==> src/rtl/decoder_pkg.sv <==
// ============================================================================
// decoder_pkg : shared types and constants for the decoder_seq block
// Rev 1.0
// ============================================================================
`default_nettype none

package decoder_pkg;

    typedef enum logic [1:0] {
        IDLE  = 2'd0,
        HOLD  = 2'd1,
        PULSE = 2'd2
    } state_t;

    typedef enum logic {
        MODE_LEVEL = 1'b0,
        MODE_PULSE = 1'b1
    } mode_t;

    localparam int CNT_W = 8;

endpackage

`default_nettype wire

==> src/rtl/onehot_dec.sv <==
// ============================================================================
// onehot_dec : combinational code to one-hot decoder, all-zero when out of range
// Rev 1.0
// ============================================================================
`default_nettype none

module onehot_dec #(
    parameter int IN_W    = 3,
    parameter int NUM_OUT = 8
) (
    input  logic [IN_W-1:0]    code,
    output logic [0:NUM_OUT-1] dec,
    output logic               in_range
);

    for (genvar k = 0; k < NUM_OUT; k++) begin : g_bit
        assign dec[k] = (code == IN_W'(k));
    end

    // Every legal code lights exactly one bit, so an empty vector means out of range.
    assign in_range = |dec;

endmodule

`default_nettype wire

==> src/rtl/decoder_seq.sv <==
// ============================================================================
// decoder_seq : registered one-hot decoder with level (hold) and pulse modes
// Optional sticky out-of-range flag: define DECODER_ERR_EN. Rev 1.0
// ============================================================================
`default_nettype none

module decoder_seq
    import decoder_pkg::*;
#(
    parameter int IN_W      = 3,
    parameter int NUM_OUT   = 8,
    parameter int PULSE_LEN = 4
) (
    input  logic               clk,
    input  logic               rst_n,
    input  logic               in_valid,
    output logic               in_ready,
    input  logic [IN_W-1:0]    in_code,
    input  logic               in_mode,
    input  logic               clr,
    output logic [0:NUM_OUT-1] out,
    output logic               busy
`ifdef DECODER_ERR_EN
    ,
    output logic               err
`endif
);

    localparam logic [CNT_W-1:0] PULSE_LOAD = CNT_W'(PULSE_LEN - 1);

    state_t             state;
    logic [CNT_W-1:0]   cnt;
    logic [0:NUM_OUT-1] dec;
    logic               dec_valid;
    logic               accept;

    onehot_dec #(
        .IN_W    (IN_W),
        .NUM_OUT (NUM_OUT)
    ) u_dec (
        .code     (in_code),
        .dec      (dec),
        .in_range (dec_valid)
    );

    assign in_ready = (state != PULSE);
    assign busy     = (state == PULSE);
    assign accept   = in_valid && in_ready;

    always_ff @(posedge clk) begin
        if (!rst_n || clr) begin
            state <= IDLE;
            out   <= '0;
            cnt   <= '0;
        end else if (accept) begin
            if (!dec_valid) begin
                state <= IDLE;
                out   <= '0;
                cnt   <= '0;
            end else if (mode_t'(in_mode) == MODE_PULSE) begin
                state <= PULSE;
                out   <= dec;
                cnt   <= PULSE_LOAD;
            end else begin
                state <= HOLD;
                out   <= dec;
                cnt   <= '0;
            end
        end else if (state == PULSE) begin
            // Counter reading zero marks the last visible pulse cycle.
            if (cnt == '0) begin
                state <= IDLE;
                out   <= '0;
            end else begin
                cnt <= cnt - 1'b1;
            end
        end
    end

`ifdef DECODER_ERR_EN
    always_ff @(posedge clk) begin
        if (!rst_n || clr) begin
            err <= 1'b0;
        end else if (accept && !dec_valid) begin
            err <= 1'b1;
        end
    end
`endif

endmodule

`default_nettype wire

==> config.mk <==
export PLATFORM = sky130hd
export DESIGN_NAME = decoder_seq
export DESIGN_NICKNAME = d
export VERILOG_FILES = /design/src/rtl/decoder_pkg.sv /design/src/rtl/onehot_dec.sv /design/src/rtl/decoder_seq.sv
export SDC_FILE = /design/constraint.sdc
export NUM_CORES = 1
export LEC_CHECK = 0
export ABC_CLOCK_PERIOD_IN_PS = 1500
export CAP_MARGIN = 25
export CORE_ASPECT_RATIO = 0.9
export CORE_MARGIN = 3
export CORE_UTILIZATION = 43
export CTS_CLUSTER_DIAMETER = 60
export DETAILED_ROUTE_END_ITERATION = 8
export PLACE_DENSITY = 0.72
export SLEW_MARGIN = 20
export SYNTH_ARGS = -nofsm -noshare
export SYNTH_HDL_FRONTEND = slang
export SYNTH_SLANG_ARGS = --single-unit
==> constraint.sdc <==
create_clock -name clk -period 1.5 [get_ports clk]
set_input_delay 0.225 -clock clk [delete_from_list [all_inputs] [get_ports clk]]
set_output_delay 0.225 -clock clk [all_outputs]
set_load 0.02 [all_outputs]
==> run metrics <==
failing checks=negative setup slack; largest area contributor in the netlist=dfxtp_1; Final Hold Vio Count=0; max-cap viol count=0; Critical Path Max Stage Delay=roughly 550 ps; CP endpoint kind=flip-flop; status=complete, but fails checks; Residual DRC=0; Initial Util=around 48%; vias in the first global route=750; GPL Wtd Cong=0.800; clock root buffer=clkbuf_4; post-synthesis cell area=between 800 and 900 um^2; synth unique cells=30; DP Worst Slack=-118 ps; drt via density=5.81; Async SR Flop Fraction=0%; CTS Buf Count=3; syn_nets=97; leak pwr=between 0.6 and 0.7 nW; DRT antenna net count=0; Remaining Overflow, GRT=0; CP max FO=3; Die Y=47.9 um; crit path kind=reg2reg; Mean Syn Cell Area=~9.5 um^2; die width=~53 um; Critical Path AT=1830 ps; setup_tns=-938 ps; VDD IR-drop max=roughly 0.67 mV; ys flop type=dfxtp_1; htree depth=1; first drt pass iteration count=4; global-route wire length before repair=roughly 3400 um; Port Buffer Count=17; Hold-fix buffers, CTS=0; CP max-delay cell=or4b_4; HPWL after detailed placement=between 1500 and 2000 um; Startpoint Class=flip-flop; setup ws final=-136 ps; largest cells by area after synthesis=dfxtp_1, a22o_1, a311oi_1, nor2_1, nand2_1; most frequent cells after synthesis=dfxtp_1, nor2_1, nand2_1; Ys Warns=0; fin util=between 70 and 80%; Placement Cell Area=around 0.0012 mm^2; Critical Path, Cell by Cell=or4b_4 > or4_4 > o41ai_4; pwr dens=around 650 mW/mm^2; top-count cell post-synth=dfxtp_1; CTS clk-pin slew, worst paths=around 90 ps; CTS tree=built; Slew HR=around 77%; fin. max-slew vios=0; initial antenna violation count=0; Num Clock Sinks=18; Die ar.=roughly 0.0025 mm^2; ant diodes=0; Clock Path Buffers=2; Overall Global Routing Usage=between 10% and 20%; drt initial violations=18; Final Cell Area=roughly 0.0013 mm^2; Post-Place Cells=146; Worst-Margin Slew=338 ps; RSZ-0062 raised after global routing=true; fmax=slightly above 0.6 GHz; sequential area share after synthesis=between 40% and 50%; register bit total from synthesis=18; Detailed Route WL=around 2300 um; CORE AREA=0.00175 mm^2; num rows=14; FILL cells=113; non-filler cells in the finished layout=approximately 150; EDFF count, synth=0; Ports=18; Final setup violation count=12; WP data required=approximately 1700 ps; routed via count=883; WL/cell=between 15 and 20 um; min Tclk post-route=1640 ps; Synth top area share=43.0%; Cells after Synth=88; share of layout cells above drive strength 1=between 30 and 40%; worst skew pair latency=280 ps; largest net degree at the start of global routing=10; Hold Crit Class=reg2reg; period utilization=109%; layout overhead on the synthesized area=59.0%; Final Skew=slightly below 7 ps; Final #Nets=about 140
[worst max-delay path: cells and delay by family (launching register included)]
kind	cells	cell delay, ps
AO/OA/AOI/OAI	1	200
flip-flops	1	340
AND/OR/NAND/NOR	2	1010
[final timing paths]
kind / from / endpoint / slack (ps) / cells after the start
max: cnt[0] / cnt[7] / -140 / 3
min: out[1] / out[1] / 470 / 1
max reg2reg: cnt[0] / cnt[7] / -140 / 3
min reg2reg: out[1] / out[1] / 470 / 1
[cell type report]
cell class,count,area [um^2],area share [%]
clock buffers,3,22.5,1.69
well taps,24,30.0,2.26
repair buffers,40,370,27.8
inverters,4,17.5,1.32
flip-flops and latches,18,363,27.3
multi-input cells,63,528,39.7
[registers in the layout, summed over array words and instances, names as in the netlist]
register and cells:
state 2, cnt 8, out 8
[cell families after synthesis]
| logic type | Yosys count | share of synthesized area (%) |
|---|---|---|
| flops | 18 | 43.0 |
| compound gates | 25 | 24.5 |
| xor+xnor | 3 | 3.14 |
| simple gates | 34 | 24.5 |
| fa+ha+maj | 1 | 1.49 |
| buf+inv | 7 | 3.29 |
[report_power, final]
group | total, mW | internal (mW) | leakage [nW] | switching (mW)
clock network | 0.222 | 0.0932 | 0.0138 | 0.129
registers | 0.490 | 0.485 | 0.146 | 0.00518
logic | 0.156 | 0.0826 | 0.463 | 0.0730
[per-stage QoR]
| stage | power [mW] | hold slack, ps |
|---|---|---|
| floorplan | 0.557 | 334 |
| global placement | 0.628 | 450 |
| detailed placement | 0.631 | 445 |
| CTS | 0.853 | 475 |
| global route | 0.911 | 491 |
| finish | 0.868 | 470 |
[cells in the final DEF (no fill, tap or decap), types with 3 or more instances in the layout]
cell	instances
a22o_1	4
clkbuf_4	3
dlymetal6s2s_1	6
buf_4	18
buf_6	5
a21oi_1	4
clkdlybuf4s50_1	9
nor2_1	6
a311oi_1	3
xnor2_1	3
dfxtp_1	16
nand2_1	7
[per-layer routing]
metal,wire length (um),GRT usage (%)
met1,1020,26.1
met4,52,4.59
met3,150,4.98
met2,1120,29.0
met5,0,0
[timing repair]
action,4_1_cts,5_1_grt
setup endpoints to repair,10,18
resized for setup,7,27
buffers inserted,0,3
pin swaps,2,10
(Power assumes the default switching activity.)
